$ cat src/rtl/fpu_pipe_sequencer_if.sv
// Bundle of the core request/response handshakes and the fixed-latency unit link.
// The sequencer takes the slave side; the core+unit environment takes the master side.
interface fpu_pipe_sequencer_if #(
    parameter int TAG_W = 6
);
    logic             req_valid;
    logic             req_ready;
    logic [31:0]      req_x1;
    logic [31:0]      req_x2;
    logic [TAG_W-1:0] req_tag;
    logic             unit_valid;
    logic [31:0]      unit_x1;
    logic [31:0]      unit_x2;
    logic             unit_out_valid;
    logic [31:0]      unit_y;
    logic             rsp_valid;
    logic             rsp_ready;
    logic [31:0]      rsp_y;
    logic [TAG_W-1:0] rsp_tag;
    logic             busy;
    logic             err;

    modport master (
        output req_valid, req_x1, req_x2, req_tag, unit_out_valid, unit_y, rsp_ready,
        input  req_ready, unit_valid, unit_x1, unit_x2, rsp_valid, rsp_y, rsp_tag, busy, err
    );

    modport slave (
        input  req_valid, req_x1, req_x2, req_tag, unit_out_valid, unit_y, rsp_ready,
        output req_ready, unit_valid, unit_x1, unit_x2, rsp_valid, rsp_y, rsp_tag, busy, err
    );
endinterface

$ cat src/rtl/fpu_pipe_sequencer.sv
// Issue sequencer for a non-stallable fixed-latency FPU unit: carries tags beside the
// unit pipeline and buffers results in a credit-protected FIFO for core writeback.
module fpu_pipe_sequencer #(
    parameter int LATENCY = 3,
    parameter int TAG_W   = 6,
    parameter int DEPTH   = 4
) (
    input  logic                  sys_clk,
    input  logic                  rstn,
    fpu_pipe_sequencer_if.slave   bus
);
    localparam int AW = $clog2(DEPTH);
    localparam int CW = AW + 1;

    logic [CW-1:0]      credit_reg, credit_next;
    logic [CW-1:0]      count_reg, count_next;
    logic [AW-1:0]      wr_ptr_reg, rd_ptr_reg;
    logic               err_reg;

    logic [LATENCY-1:0] tp_v_reg, tp_v_next;
    logic [TAG_W-1:0]   tp_tag_reg  [LATENCY];
    logic [TAG_W-1:0]   tp_tag_next [LATENCY];

    logic [TAG_W+31:0]  mem [DEPTH];

    logic ready, issue, push, pop, fifo_full, fifo_nonempty, write_en, tail_v;
    logic [TAG_W-1:0] tail_tag;

    // Credit covers both in-flight and buffered ops, so a result always has a slot.
    assign ready         = (credit_reg < CW'(DEPTH));
    assign issue         = bus.req_valid & ready;
    assign fifo_full     = (count_reg == CW'(DEPTH));
    assign fifo_nonempty = (count_reg != '0);
    assign push          = bus.unit_out_valid;
    assign pop           = fifo_nonempty & bus.rsp_ready;
    assign write_en      = push & (~fifo_full | pop);
    assign tail_v        = tp_v_reg[LATENCY-1];
    assign tail_tag      = tp_tag_reg[LATENCY-1];

    assign bus.req_ready  = ready;
    assign bus.unit_valid = issue;
    assign bus.unit_x1    = bus.req_x1;
    assign bus.unit_x2    = bus.req_x2;
    assign bus.rsp_valid  = fifo_nonempty;
    assign {bus.rsp_tag, bus.rsp_y} = mem[rd_ptr_reg];
    assign bus.busy       = (credit_reg != '0);
    assign bus.err        = err_reg;

    genvar gi;
    generate
        for (gi = 0; gi < LATENCY; gi++) begin : g_stage
            if (gi == 0) begin : g_head
                assign tp_v_next[gi]   = issue;
                assign tp_tag_next[gi] = bus.req_tag;
            end else begin : g_body
                assign tp_v_next[gi]   = tp_v_reg[gi-1];
                assign tp_tag_next[gi] = tp_tag_reg[gi-1];
            end
        end
    endgenerate

    always_comb begin
        credit_next = credit_reg;
        if (issue && !pop)
            credit_next = credit_reg + 1'b1;
        else if (pop && !issue)
            credit_next = credit_reg - 1'b1;
    end

    always_comb begin
        count_next = count_reg;
        if (write_en && !pop)
            count_next = count_reg + 1'b1;
        else if (pop && !write_en)
            count_next = count_reg - 1'b1;
    end

    always_ff @(posedge sys_clk) begin
        if (!rstn) begin
            tp_v_reg <= '0;
        end else begin
            tp_v_reg <= tp_v_next;
        end
        tp_tag_reg <= tp_tag_next;
    end

    // Result storage is never reset; only the pointers and count define its contents.
    always_ff @(posedge sys_clk) begin
        if (write_en)
            mem[wr_ptr_reg] <= {tail_tag, bus.unit_y};
    end

    always_ff @(posedge sys_clk) begin
        if (!rstn) begin
            credit_reg <= '0;
            count_reg  <= '0;
            wr_ptr_reg <= '0;
            rd_ptr_reg <= '0;
            err_reg    <= 1'b0;
        end else begin
            credit_reg <= credit_next;
            count_reg  <= count_next;
            if (write_en)
                wr_ptr_reg <= wr_ptr_reg + 1'b1;
            if (pop)
                rd_ptr_reg <= rd_ptr_reg + 1'b1;
            if ((push != tail_v) || (push && fifo_full && !pop))
                err_reg <= 1'b1;
        end
    end
endmodule

$ cat src/flat_wrapper.sv
// flat-port wrapper written by rule: the top's interface ports become plain ports
module fpu_pipe_sequencer_flat 
#(
    parameter int LATENCY = 3,
    parameter int TAG_W   = 6,
    parameter int DEPTH   = 4
)
  (sys_clk, rstn, bus_req_valid, bus_req_x1, bus_req_x2, bus_req_tag, bus_unit_out_valid, bus_unit_y, bus_rsp_ready, bus_req_ready, bus_unit_valid, bus_unit_x1, bus_unit_x2, bus_rsp_valid, bus_rsp_y, bus_rsp_tag, bus_busy, bus_err);
  fpu_pipe_sequencer_if #(.TAG_W(TAG_W)) bus_i ();
  input  logic sys_clk;
  input  logic rstn;
  input wire logic [$bits(bus_i.req_valid)-1:0] bus_req_valid;
  input wire logic [$bits(bus_i.req_x1)-1:0] bus_req_x1;
  input wire logic [$bits(bus_i.req_x2)-1:0] bus_req_x2;
  input wire logic [$bits(bus_i.req_tag)-1:0] bus_req_tag;
  input wire logic [$bits(bus_i.unit_out_valid)-1:0] bus_unit_out_valid;
  input wire logic [$bits(bus_i.unit_y)-1:0] bus_unit_y;
  input wire logic [$bits(bus_i.rsp_ready)-1:0] bus_rsp_ready;
  output wire logic [$bits(bus_i.req_ready)-1:0] bus_req_ready;
  output wire logic [$bits(bus_i.unit_valid)-1:0] bus_unit_valid;
  output wire logic [$bits(bus_i.unit_x1)-1:0] bus_unit_x1;
  output wire logic [$bits(bus_i.unit_x2)-1:0] bus_unit_x2;
  output wire logic [$bits(bus_i.rsp_valid)-1:0] bus_rsp_valid;
  output wire logic [$bits(bus_i.rsp_y)-1:0] bus_rsp_y;
  output wire logic [$bits(bus_i.rsp_tag)-1:0] bus_rsp_tag;
  output wire logic [$bits(bus_i.busy)-1:0] bus_busy;
  output wire logic [$bits(bus_i.err)-1:0] bus_err;
  assign bus_i.req_valid = bus_req_valid;
  assign bus_i.req_x1 = bus_req_x1;
  assign bus_i.req_x2 = bus_req_x2;
  assign bus_i.req_tag = bus_req_tag;
  assign bus_i.unit_out_valid = bus_unit_out_valid;
  assign bus_i.unit_y = bus_unit_y;
  assign bus_i.rsp_ready = bus_rsp_ready;
  assign bus_req_ready = bus_i.req_ready;
  assign bus_unit_valid = bus_i.unit_valid;
  assign bus_unit_x1 = bus_i.unit_x1;
  assign bus_unit_x2 = bus_i.unit_x2;
  assign bus_rsp_valid = bus_i.rsp_valid;
  assign bus_rsp_y = bus_i.rsp_y;
  assign bus_rsp_tag = bus_i.rsp_tag;
  assign bus_busy = bus_i.busy;
  assign bus_err = bus_i.err;
  fpu_pipe_sequencer #(.LATENCY(LATENCY), .TAG_W(TAG_W), .DEPTH(DEPTH)) u_core (.sys_clk(sys_clk), .rstn(rstn), .bus(bus_i));
endmodule
$ cat config.mk
export PLATFORM = sky130hd
export DESIGN_NAME = fpu_pipe_sequencer_flat
export DESIGN_NICKNAME = d
export VERILOG_FILES = /design/src/rtl/fpu_pipe_sequencer_if.sv /design/src/rtl/fpu_pipe_sequencer.sv /design/src/flat_wrapper.sv
export SDC_FILE = /design/constraint.sdc
export NUM_CORES = 1
export LEC_CHECK = 0
export ABC_AREA = 1
export CAP_MARGIN = 20
export CORE_MARGIN = 4
export CORE_UTILIZATION = 51
export DETAILED_ROUTE_END_ITERATION = 7
export GPL_TIMING_DRIVEN = 0
export PLACE_DENSITY = 0.86
export RECOVER_POWER = 50
export SLEW_MARGIN = 20
export SYNTH_ARGS = -nofsm -noshare
export SYNTH_HDL_FRONTEND = slang
export SYNTH_SLANG_ARGS = --single-unit
$ cat constraint.sdc
create_clock -name sys_clk -period 4.95 [get_ports sys_clk]
set_input_delay 0.99 -clock sys_clk [delete_from_list [all_inputs] [get_ports sys_clk]]
set_output_delay 0.99 -clock sys_clk [all_outputs]
set_load 0.1 [all_outputs]
==> results.tsv <==
metric	value	unit
result of the run	finished, violations left	
violated checks	max-capacitance violations, max-slew violations	
final critical-path setup slack	1.03	ns
TritonCTS clock tree	done	
number of endpoints with negative hold slack in the final report	0	
synthesized-area fraction occupied by adder cells	0.0158	
flip-flop and latch count after synthesis	186	
portion of the post-synthesis area used by sequential elements	0.720	
Slew Limit Fails	52	
min cycle time layout	3.92	ns
leading cell types by total area after synthesis	edfxtp_1 63%, dfxtp_1 9.3%, buf_4 7.1%, o21ai_0 4.9%, nor2_1 4.8%	
setup repair after global routing missed its margin	no	
share of the synthesized area in the top cell type	0.626	
worst slew margin relative to its limit	-0.380	
register with the most flip-flops	u_core.mem	
Mapped Area	7290	um2
Worst R2R Start	u_core.count_reg[0]$_SDFFE_PN0P_	
# clock sinks	186	
end point of the most critical hold path	u_core.tail_tag[2]$_DFF_P_	
Max clock buf depth	2	
Placer Congestion	0.820	
Clk Tree Root Cell	clkbuf_16	
row count	43	
total detailed-routing wirelength	17.4	mm
number of resized instances in the post-cts repair step	0	
Worst Max-Slew Pin Slew	2.06	ns
width of the chip	128	um
global-route wire length before repair	26.2	mm
Remaining DRCs	0	
GRT Overall Usage	0.213	
register clock-pin slew on the reported worst setup and hold paths	0.06	ns
count of inserted antenna diode cells	0	
category of the most critical setup path	reg -> out	
initial core utilization	0.523	
number of nets with antenna violations after routing	0	
count of nets after finishing	849	
crit path capture type	output pin	
hold path startpoint	u_core.tp_tag_next[2]$_DFF_P_	
highest achievable clock rate	255	MHz
worst clock skew	0.00621	ns
Main synth FF type	edfxtp_1	
synthesized-area fraction occupied by and/or/nand/nor cells	0.0671	
Synth warnings	0	
multiplexer share of the synthesized area	0	
setup slack at placement	1.17	ns
Power per Cell Area	600	nW/um2
Synth-to-Final Area Change	32.5	%
initial antenna violation count	1	
postcts setup bufs	0	
average routed wire per standard cell	18.8	um
max-cap check violation count	3	
number of synthesized flops with an enable pin	152	
DRC violation total after the first TritonRoute iteration	524	
reported leakage power	3.59	nW
class of the tightest hold or removal check	reg -> reg	
number of buffers added to fix hold violations after cts	0	
r2r endpoint	u_core.mem[3][35]$_DFFE_PP_	
die outline height	128	um
highest ir drop seen on vdd	0.450	mV
register-to-register setup slack	1.92	ns
worst hold path stage count	0	
critical-path maximum fanout	10	
Filler Cell Count	965	
ranking of synthesized cells by instance count	152 x edfxtp_1, 94 x nor2_1, 71 x o21ai_0	
IO Pins	214	
Synth Area per Inst	12.9	um2
library cells used by synthesis	23	
final setup violation count	0	
required time at the worst-slack endpoint	3.96	ns
category of the worst setup path launch point	flip-flop	
Synth async-reset ratio	0	
compound-gate portion of the synthesized area	0.0910	
overall via count from detail_route	4898	
number of CTS-inserted buffers	17	
cell accounting for the most synthesized area	edfxtp_1	
maximum level of the CTS H-tree	4	
combinational family with the most area after synthesis	buffers and inverters	
number of global-route vias before repair	4893	
Post-Synth XOR/XNOR Area	0.00240	
drt first pass iters	5	
share of final-layout standard cells stronger than drive strength 1	0.162	
DP HPWL	11.7	mm
portion of the clock cycle consumed by the worst path in the final layout	0.793	
Final Hold Slack	0.325	ns
net count after synthesis	678	
flip-flop count of the largest register, all copies and words added	152	
synthesized instance count	563	
routed vias/inst	5.28	
aggregate global routing overflow	0	
overall die area	16300	um2
I/O Buffers	148	
cell with the most instances after synthesis	edfxtp_1	
placeable core region	13900	um2
arrival time of data at the critical path endpoint	2.93	ns
pin count of the biggest net entering global routing	24	
path depth of the worst reg2reg path	5	
clock latency reported for the late side of the worst-skew pair	0.42	ns
[metal layers]
| metal | track usage | wire (um) |
|---|---|---|
| met1 | 0.237 | 6300 |
| met2 | 0.380 | 9240 |
| met3 | 0.0694 | 1540 |
| met4 | 0.0763 | 348 |
| met5 | 0 | 7 |
[through the flow]
stage	TNS (ns)	cells	util	total power, mW	cell area (um2)
2_1_floorplan	0	563	-	3.90	7290
3_3_place_gp	-23.42	891	0.646	4.50	9000
3_5_place_dp	0	895	0.655	4.56	9120
4_1_cts	0	927	0.695	5.84	9680
5_1_grt	0	927	0.693	6.02	9660
6_report	0	927	0.693	5.80	9660
[worst max-delay path, stage by stage, from the launching register on]
cell and delay, ns:
dfxtp_1 0.35, inv_2 0.10, clkbuf_1 0.43, o21ai_0 0.24, o22ai_1 0.19, clkdlybuf4s50_1 1.19
[final cells by class]
cell class | count | area, um2 | area share
tap | 180 | 225 | 0.0233
buffer | 90 | 653 | 0.0676
clock inverter | 14 | 131 | 0.0136
timing repair buffer | 152 | 1580 | 0.163
inverter | 28 | 105 | 0.0109
sequential | 186 | 5250 | 0.543
clock buffer | 18 | 429 | 0.0444
multi-input combinational | 259 | 1290 | 0.134
[power breakdown]
part           switching (mW)  internal [mW]
clock                   0.543          0.735
sequential             0.0571           1.84
combinational            2.02          0.605
total                    2.62           3.18
[worst max-delay path by stage]
stage                             start                                end  cells past startpoint
after floorplan           bus_req_valid  u_core.credit_reg[2]$_SDFFE_PN0P_                     11
after global placement    bus_rsp_ready         u_core.mem[0][5]$_DFFE_PP_                      5
after detailed placement  bus_req_valid                     bus_unit_valid                      4
after CTS                     flip-flop                      bus_rsp_y[12]                      5
after global routing          flip-flop                      bus_rsp_y[31]                      5
final                         flip-flop                      bus_rsp_y[12]                      5
[logic make-up after synthesis]
| logic type | after synthesis |
|---|---|
| buffers and inverters | 118 |
| xor gates and xnor gates | 2 |
| and+or+nand+nor | 126 |
| AOI/OAI and AO/OA | 123 |
| DFF | 186 |
| adders and majority gates | 8 |
[cells in the final DEF (no fill, tap or decap)]
cell type	synthesis	final
buf_2	6	5
fa_1	2	2
clkbuf_2	4	4
inv_2	2	2
nand4_1	1	1
o21ai_0	71	71
clkinvlp_4	0	4
xor2_1	1	1
buf_6	6	6
xnor2_1	1	1
edfxtp_1	152	152
clkinv_1	0	2
dlygate4sd3_1	0	40
bufinv_16	0	2
nand2_2	1	1
o21ai_1	8	8
inv_1	26	26
clkinv_2	0	5
clkbuf_1	5	7
nand2_1	21	21
buf_16	0	2
nor2_4	0	1
buf_4	69	69
clkdlybuf4s50_1	0	108
o22ai_1	38	38
buf_12	0	2
dfxtp_1	34	34
a21oi_1	6	6
ha_1	6	6
nor3_1	1	1
clkbuf_16	0	17
clkinv_4	0	1
nand3_1	8	8
nor2_1	94	93
(Power assumes the default switching activity.)
